[config.mk]
export PLATFORM = sky130hd
export DESIGN_NAME = morse_symbol_sequencer
export DESIGN_NICKNAME = d
export VERILOG_FILES = /design/src/rtl/morse_symbol_sequencer.sv
export SDC_FILE = /design/constraint.sdc
export NUM_CORES = 1
export LEC_CHECK = 0
export ABC_CLOCK_PERIOD_IN_PS = 2100
export BUFFER_PORTS_ARGS = -buffer_cell sky130_fd_sc_hd__buf_2
export CORE_MARGIN = 4
export CORE_UTILIZATION = 44
export DETAILED_ROUTE_END_ITERATION = 10
export GPL_TIMING_DRIVEN = 1
export PLACE_DENSITY = 0.68
export SLEW_MARGIN = 20
export SYNTH_ARGS = -nofsm -noshare
export SYNTH_HDL_FRONTEND = slang
export SYNTH_SLANG_ARGS = --single-unit
export TNS_END_PERCENT = 30
[constraint.sdc]
create_clock -name bigclk -period 2.1 [get_ports bigclk]
set_input_delay 0 -clock bigclk [delete_from_list [all_inputs] [get_ports bigclk]]
set_output_delay 0 -clock bigclk [all_outputs]
set_load 0.05 [all_outputs]
[src/rtl/morse_symbol_sequencer.sv]
// Assembles dit/dah symbols into letter tokens and word-break tokens behind a one-deep valid/ready slot.
// Optional build macro MORSE_ERR_CNT_EN adds saturating drop_cnt/overlong_cnt error counters.
module morse_symbol_sequencer #(
    parameter int MAX_ELEMS = 6,
    parameter int LEN_W     = 3
) (
    input  logic                 bigclk,
    input  logic                 resetn,
    input  logic                 en,
    input  logic [2:0]           sym,
    output logic                 out_valid,
    input  logic                 out_ready,
    output logic                 out_space,
    output logic [MAX_ELEMS-1:0] out_pattern,
    output logic [LEN_W-1:0]     out_len,
    output logic                 err_overrun,
    output logic                 err_overlong,
    input  logic                 ovr_clr
`ifdef MORSE_ERR_CNT_EN
    ,
    output logic [7:0]           drop_cnt,
    output logic [7:0]           overlong_cnt
`endif
);

    typedef enum logic [1:0] {
        S_IDLE,
        S_COLLECT,
        S_OVERLONG,
        S_SPACE_PEND
    } state_t;

    localparam logic [LEN_W-1:0] MAX_LEN = LEN_W'(MAX_ELEMS);

    state_t                 state_q, state_d;
    logic [MAX_ELEMS-1:0]   acc_q, acc_d;
    logic [LEN_W-1:0]       cnt_q, cnt_d;
    logic                   out_valid_q, out_valid_d;
    logic                   out_space_q, out_space_d;
    logic [MAX_ELEMS-1:0]   out_pattern_q, out_pattern_d;
    logic [LEN_W-1:0]       out_len_q, out_len_d;
    logic                   err_overrun_q, err_overrun_d;
    logic                   err_overlong_q, err_overlong_d;
    logic                   space_pending_q, space_pending_d;
    logic                   last_was_space_q, last_was_space_d;

    logic is_elem, is_dah, is_gap, is_space;
    logic slot_free, enq_letter, enq_space, sp_load, drop, ovl_pulse;

    always_comb begin
        is_dah   = en && (sym == 3'd2);
        is_elem  = en && ((sym == 3'd1) || (sym == 3'd2));
        is_gap   = en && (sym == 3'd3);
        is_space = en && (sym == 3'd4);

        state_d          = state_q;
        acc_d            = acc_q;
        cnt_d            = cnt_q;
        out_valid_d      = out_valid_q;
        out_space_d      = out_space_q;
        out_pattern_d    = out_pattern_q;
        out_len_d        = out_len_q;
        err_overrun_d    = err_overrun_q;
        space_pending_d  = space_pending_q;
        last_was_space_d = last_was_space_q;
        enq_letter       = 1'b0;
        enq_space        = 1'b0;
        sp_load          = 1'b0;
        drop             = 1'b0;
        ovl_pulse        = 1'b0;

        // Acceptance frees the slot on this same edge, so a reload below needs no bubble.
        slot_free = !out_valid_q || out_ready;
        if (out_valid_q && out_ready) begin
            out_valid_d = 1'b0;
        end

        case (state_q)
            S_IDLE: begin
                if (is_elem) begin
                    acc_d    = '0;
                    acc_d[0] = is_dah;
                    cnt_d    = LEN_W'(1);
                    state_d  = S_COLLECT;
                end else if (is_space && !last_was_space_q) begin
                    enq_space = 1'b1;
                end
            end
            S_COLLECT: begin
                if (is_elem) begin
                    if (cnt_q < MAX_LEN) begin
                        acc_d[cnt_q] = is_dah;
                        cnt_d        = cnt_q + LEN_W'(1);
                    end else begin
                        state_d = S_OVERLONG;
                    end
                end else if (is_gap || is_space) begin
                    enq_letter = 1'b1;
                    acc_d      = '0;
                    cnt_d      = '0;
                    if (is_space) begin
                        space_pending_d = 1'b1;
                        state_d         = S_SPACE_PEND;
                    end else begin
                        state_d = S_IDLE;
                    end
                end
            end
            S_OVERLONG: begin
                if (is_gap || is_space) begin
                    ovl_pulse = 1'b1;
                    acc_d     = '0;
                    cnt_d     = '0;
                    enq_space = is_space;
                    state_d   = S_IDLE;
                end
            end
            S_SPACE_PEND: begin
                // A letter may start while the space waits; elements beyond MAX_ELEMS here are ignored.
                if (is_elem && (cnt_q < MAX_LEN)) begin
                    if (cnt_q == '0) begin
                        acc_d = '0;
                    end
                    acc_d[cnt_q] = is_dah;
                    cnt_d        = cnt_q + LEN_W'(1);
                end
                if (slot_free) begin
                    sp_load         = 1'b1;
                    out_valid_d     = 1'b1;
                    out_space_d     = 1'b1;
                    out_pattern_d   = '0;
                    out_len_d       = '0;
                    space_pending_d = 1'b0;
                    state_d         = (cnt_d != '0) ? S_COLLECT : S_IDLE;
                end
            end
            default: state_d = S_IDLE;
        endcase

        if (enq_letter || enq_space) begin
            if (slot_free) begin
                out_valid_d   = 1'b1;
                out_space_d   = enq_space;
                out_pattern_d = enq_space ? '0 : acc_q;
                out_len_d     = enq_space ? '0 : cnt_q;
            end else begin
                drop = 1'b1;
            end
        end

        if (enq_space || sp_load) begin
            last_was_space_d = 1'b1;
        end
        if (is_elem) begin
            last_was_space_d = 1'b0;
        end

        if (drop) begin
            err_overrun_d = 1'b1;
        end else if (ovr_clr) begin
            err_overrun_d = 1'b0;
        end
        err_overlong_d = ovl_pulse;
    end

    always_ff @(posedge bigclk) begin
        if (!resetn) begin
            state_q          <= S_IDLE;
            acc_q            <= '0;
            cnt_q            <= '0;
            out_valid_q      <= 1'b0;
            out_space_q      <= 1'b0;
            out_pattern_q    <= '0;
            out_len_q        <= '0;
            err_overrun_q    <= 1'b0;
            err_overlong_q   <= 1'b0;
            space_pending_q  <= 1'b0;
            // No letter yet, so a leading SPACE must not emit a word break.
            last_was_space_q <= 1'b1;
        end else begin
            state_q          <= state_d;
            acc_q            <= acc_d;
            cnt_q            <= cnt_d;
            out_valid_q      <= out_valid_d;
            out_space_q      <= out_space_d;
            out_pattern_q    <= out_pattern_d;
            out_len_q        <= out_len_d;
            err_overrun_q    <= err_overrun_d;
            err_overlong_q   <= err_overlong_d;
            space_pending_q  <= space_pending_d;
            last_was_space_q <= last_was_space_d;
        end
    end

`ifdef MORSE_ERR_CNT_EN
    logic [7:0] drop_cnt_q, drop_cnt_d;
    logic [7:0] overlong_cnt_q, overlong_cnt_d;

    always_comb begin
        drop_cnt_d     = ovr_clr ? 8'd0 : drop_cnt_q;
        overlong_cnt_d = ovr_clr ? 8'd0 : overlong_cnt_q;
        if (drop && (drop_cnt_d != 8'hFF)) begin
            drop_cnt_d = drop_cnt_d + 8'd1;
        end
        if (ovl_pulse && (overlong_cnt_d != 8'hFF)) begin
            overlong_cnt_d = overlong_cnt_d + 8'd1;
        end
    end

    always_ff @(posedge bigclk) begin
        if (!resetn) begin
            drop_cnt_q     <= 8'd0;
            overlong_cnt_q <= 8'd0;
        end else begin
            drop_cnt_q     <= drop_cnt_d;
            overlong_cnt_q <= overlong_cnt_d;
        end
    end

    assign drop_cnt     = drop_cnt_q;
    assign overlong_cnt = overlong_cnt_q;
`endif

    assign out_valid    = out_valid_q;
    assign out_space    = out_space_q;
    assign out_pattern  = out_pattern_q;
    assign out_len      = out_len_q;
    assign err_overrun  = err_overrun_q;
    assign err_overlong = err_overlong_q;

endmodule

* Word level (Yosys, flattened, before mapping)
Cells that the tools add are included.
** Word-level totals
- Bits in registers :: 25
- Bits of input ports :: 8
- Output and inout port bits :: 13
- Word-level logic and storage cells :: 115
** Operators by class
- Add/subtract/negate cells :: 1
- $lt $le $gt $ge :: 3
- Equality and inequality tests :: 14
- Mux-type cells :: 63
- Reductions and logical operators :: 24
** Operator list (count)
- 6-bit 2-to-1 mux :: 13
- 3-bit 2-to-1 mux :: 11
- 1-bit 2-to-1 mux :: 25
- 6-bit case mux with 4 select lines :: 1
- 2-bit 2-to-1 mux :: 7
- 6-bit bitwise mux :: 2
- 3-bit case mux with 4 select lines :: 1
- 3-bit != test, second input constant :: 3
- 1-bit logical AND :: 8
- 2-bit != test, second input constant :: 4
- 2-bit case mux with 4 select lines :: 1
- 3-bit by 2-bit == test with 1-bit output, second input constant :: 2
- 1-bit logical OR :: 5
- 5-bit AND reduction :: 1
- 2-bit == test, second input constant :: 2
- 3-bit by 4-bit less-than comparator with 1-bit output, second input constant :: 1
- 2-bit AND reduction :: 2
- 2-bit nonzero test :: 2
- 3-bit by 1-bit adder with 3-bit output, second input constant :: 1
- 1-bit demux with 3-bit select :: 1
- 3-bit by 1-bit == test with 1-bit output, second input constant :: 1
- 3-bit == test, second input constant :: 1
- 3-bit by 1-bit greater-or-equal comparator with 1-bit output, second input constant :: 1
- 3-bit logical NOT :: 1
- other kinds (7) :: 8

* Longest topological paths before layout
- Depth in word-level cells :: 10
- Depth in mapped cells :: 8

* Least setup slack after synthesis
Ideal clock, no wire load.
- Path type :: register to register
- Start point :: reg cnt_q[1]
- End point :: reg acc_q[4]
- Arrival time :: 1.500 ns
- Data required time :: 2.030 ns
- Setup slack :: 0.530 ns
- Stages on the path, launching flop included :: 9
- Path buffers :: 1
- Path through :: dfxtp_1 buf_2 inv_1 ha_1 nor2b_1 o32ai_2 and4_1 a221oi_1 o21ai_1
** Between the ends
- Longest elaborated chain between the ends :: 8
- Elaborated cells on any way between the ends :: 20
- Classes of those cells :: order compare: 3; eq/ne: 2; mux: 11; reduce/logical: 4
** RTL lines
- start, declared :: RTL line 37 : logic [LEN_W-1:0] cnt_q, cnt_d;
- start signal, assigned :: RTL line 183 : cnt_q <= cnt_d;
- 3-bit by 4-bit less-than comparator with 1-bit output (not written as such) / 3-bit by 1-bit greater-or-equal comparator with 1-bit output (equally long branches) :: RTL line 92, 124
- 1-bit logical AND (not written as such) :: RTL line 92, 124
- 1-bit 2-to-1 mux (not written as such) :: RTL line 92, 124
- 1-bit demux with 3-bit select :: RTL line 92, 124
- 6-bit bitwise mux :: RTL line 92 : acc_d[cnt_q] = is_dah;
- 6-bit 2-to-1 mux :: RTL line 91 : if (cnt_q < MAX_LEN) begin
- 6-bit 2-to-1 mux :: RTL line 90 : if (is_elem) begin
- 6-bit case mux with 4 select lines :: RTL line 78 : case (state_q)
- end signal, assigned :: RTL line 169 : acc_q <= '0;
- end signal, assigned :: RTL line 182 : acc_q <= acc_d;
- end, declared :: RTL line 36 : logic [MAX_ELEMS-1:0] acc_q, acc_d;
Several ways; a longest one is shown, not always the timed one. The select of a mux whose other input is x is not followed.
A chain may end at the register's enable or synchronous reset.

* Worst setup path in the final report
- Start point :: reg state_q[0]
- End point :: reg acc_q[1]
** Between the ends
- Longest elaborated chain between the ends :: 3
- Elaborated cells on any way between the ends :: 9
- Classes of those cells :: eq/ne: 6; mux: 1; reduce/logical: 2
** RTL lines
- start, declared :: RTL line 35 : state_t state_q, state_d;
- start signal, assigned :: RTL line 181 : state_q <= state_d;
- 2-bit by 1-bit == test with 1-bit output, or another cell as far along
- 3-bit != test (no line) / 2-bit != test (equally long branches)
- 3-bit AND reduction (no line)
Several ways; a longest one is shown, not always the timed one.

==> flow_summary.yaml <==
clock_tree:
  ctsHoldBuffers: 0
  htreeDepth: 1
  clk_latency_ns: 0.27
  cts_made_buffers: 3
  clock_path_buffers: 2
  clkTransAtPathRegs_ns: 0.08
  cts.sinks: 25
  tritoncts: "yes"
  root_buffer: "clkbuf_8"
synthesis:
  seq_area_frac_synth_pct: 30.7
  synth_edf_count: 0
  synth_top_cell_area_share_pct: 30.7
  synth_top_family_by_area: "compound AO/OA/AOI/OAI gates"
  synthAdderAreaFrac_pct: 1.53
  synthArstFlopShare_pct: 0
  ys_ff_latch: 25
  synth_cell_types: 63
  synth_top_area_cell: "dfxtp_1"
  yosysWarnings: 0
  netlist_instances: 185
  syn_avg_cell_area_um2: 8.81
  ys.flop_type: "dfxtp_1"
  synth-xor-area-share_pct: 2.23
  synth_area_um2: 1630
  synth_compound_area_share_pct: 34.2
  synth.area.top_cells: "dfxtp_1 (31%), a22o_1 (5.4%), nand2_1 (3.7%)"
  synthesis.nets: 195
  muxShareOfSynthArea_pct: 0.691
  synth_simple_gate_area_share_pct: 23.8
cells_and_area:
  nets: 213
  instances_no_fill: 248
  multi_input_area_um2: 1020
  n_antenna_cell: 0
  syn2layout_area_growth_pct: 10.6
  drive_gt1_share_pct: 22.8
  area.sequential_um2: 502
  fill_cells: 343
run:
  drv_cap: 0
setup_path:
  critPathMaxFanout: 14
  crit_family: "compound AO/OA/AOI/OAI gates"
  start_kind: "flip-flop"
  criticalPathCategory: "flip-flop to flip-flop"
  max_stage_delay_ns: 0.61
  cp-end-kind: "flip-flop"
  path_buf_inv: 0
  worst_ep_required_time_ns: 2.30
  cp.arrival_ns: 2.05
  slowest_stage: "dfxtp_1"
  path_cells: "nand2b_1, a21bo_1, a21oi_1, o2bb2a_1, o22ai_1"
  regToRegSetupSlack_ns: 0.25
floorplanning:
  std_cell_rows: 21
  dieArea_um2: 4740
  io_pins: 21
  chipWidth_um: 68.9
  design.core.area_um2: 3470
  dieHeight_um: 68.9
  start_util_pct: 47.0
routing:
  drtPass1Iterations: 4
  antenna_left: 0
  via_per_inst: 6.10
  first_iter_violations: 85
  routed_wirelength_um: 3810
  routedWlPerCell_um: 15.4
  drc_errors: 0
  vias: 1514
outcome:
  status: "completed"
sta:
  clock_skew_ns: 0.00702
  drv_slew: 0
  slew_headroom_pct: 69.0
  tns_ns: 0
  setup_viol: 0
  final.period_utilization_pct: 88.1
  rsz0062_at_grt: "no"
  worst_slew_pin_slew_ns: 0.464
  final_hold_viol_count: 0
  max_freq_ghz: 0.540
  period_needed_ns: 1.85
power_and_ir_drop:
  p_total_uw: 950
  p_per_area_nw_per_um2: 527
  p_leak_uw: 0.000626
  peakVddDrop_v: 0.000310
global_route:
  grt_usage_pct: 18.2
  grt_pass1_vias: 1438
  antenna_found_initial: 0
  grt_start_max_net_pins: 21
  overflow: 0
  grt_pass1_wl_um: 6630
placement:
  dp_hpwl_um: 2900
  place.gp.congestion: 0.916
  placed_cells: 244
  numPortBuffers: 20
min_path:
  hold_class: "input port to flip-flop"
==> registers in the layout, summed over array words and instances, names as in the netlist <==
signal	cells
last_was_space_q	1
err_overrun	1
out_space	1
out_pattern	6
cnt_q	3
out_valid	1
state_q	2
out_len	3
err_overlong	1
acc_q	6
==> worst paths after layout <==
kind	startpoint	to	cells past startpoint
worst max-delay path	state_q[0]	acc_q[1]	5
worst min-delay path	ovr_clr	err_overrun	3
worst max register to register	state_q[0]	acc_q[1]	5
worst min register to register	out_pattern[3]	out_pattern[3]	1
==> cell families (layout without fill, tap and decap cells) <==
logic type                 Yosys count  after routing
buffers and inverters               21             38
xor gates and xnor gates             2              2
AOI/OAI and AO/OA                   71             71
muxes                                1              1
adders and majority gates            2              2
DFF                                 25             25
and+or+nand+nor                     63             63
==> synthesized netlist by cell type (all sizes together), types with 5 or more instances <==
library cell	count
o22ai	7
dfxtp	25
buf	9
nor2	11
inv	7
clkbuf	5
a22o	10
nand2	17
a31oi	9
o21ai	8
o21a	5
==> per-layer routing <==
layer / global-route usage, % / routed length (µm) / share of wire, %
met2: 28.3 / 1820 / 48
met4: 7.30 / 79 / 2.1
met1: 23.7 / 1690 / 44
met3: 5.19 / 216 / 5.7
met5: 0 / 0 / 0
==> power by group <==
group | switching [µW] | internal (µW) | total, µW
sequential | 9.90 | 481 | 491
combinational | 112 | 71.1 | 183
clock | 143 | 133 | 275
total | 265 | 685 | 950
==> worst min-delay path: stages <==
cell,delay [ns]
buf_2,0.07
o22ai_1,0.07
and2_1,0.15
==> cells in the final DEF, fill, tap and decap left out, drive strengths merged, types with 2 or more instances in the layout <==
| cell type | n |
|---|---|
| buf | 27 |
| dfxtp | 25 |
| nand2 | 17 |
| nor2 | 11 |
| a22o | 10 |
| a31oi | 9 |
| o21ai | 8 |
| inv | 7 |
| o22ai | 7 |
| o21a | 5 |
| nand2b | 4 |
| and2 | 4 |
| nor2b | 4 |
| o221ai | 4 |
| a21oi | 4 |
| or3 | 4 |
| nand3 | 4 |
| o31a | 3 |
| clkbuf | 3 |
| a21boi | 3 |
| o31ai | 3 |
| nand3b | 2 |
| and2b | 2 |
| a22oi | 2 |
| ha | 2 |
| nor3 | 2 |
| o32ai | 2 |
==> layout make-up <==
class	instances	area share, %
multi-input combinational	139	56.5
sequential	25	27.8
timing repair buffer	27	8.47
tap	46	3.19
clock buffer	3	2.29
inverter	7	1.46
clock inverter	1	0.278
==> through the flow <==
step           instance area (µm²)  util (%)  worst slack (ns)  hold slack [ns]
3_3_place_gp                  1760      50.6             0.314            0.334
6_report                      1800      52.0             0.250           0.0675
3_5_place_dp                  1760      50.6             0.275            0.350
5_1_grt                       1800      52.0             0.134           0.0781
2_1_floorplan                 1630         -             0.530            0.239
4_1_cts                       1800      51.9             0.254           0.0614
==> repair_timing <==
item,4_1_cts,5_1_grt
resized for setup,0,1
setup endpoints to repair,0,1
buffers inserted,0,0
hold endpoints to repair,0,0
(Power assumes the default switching activity.)
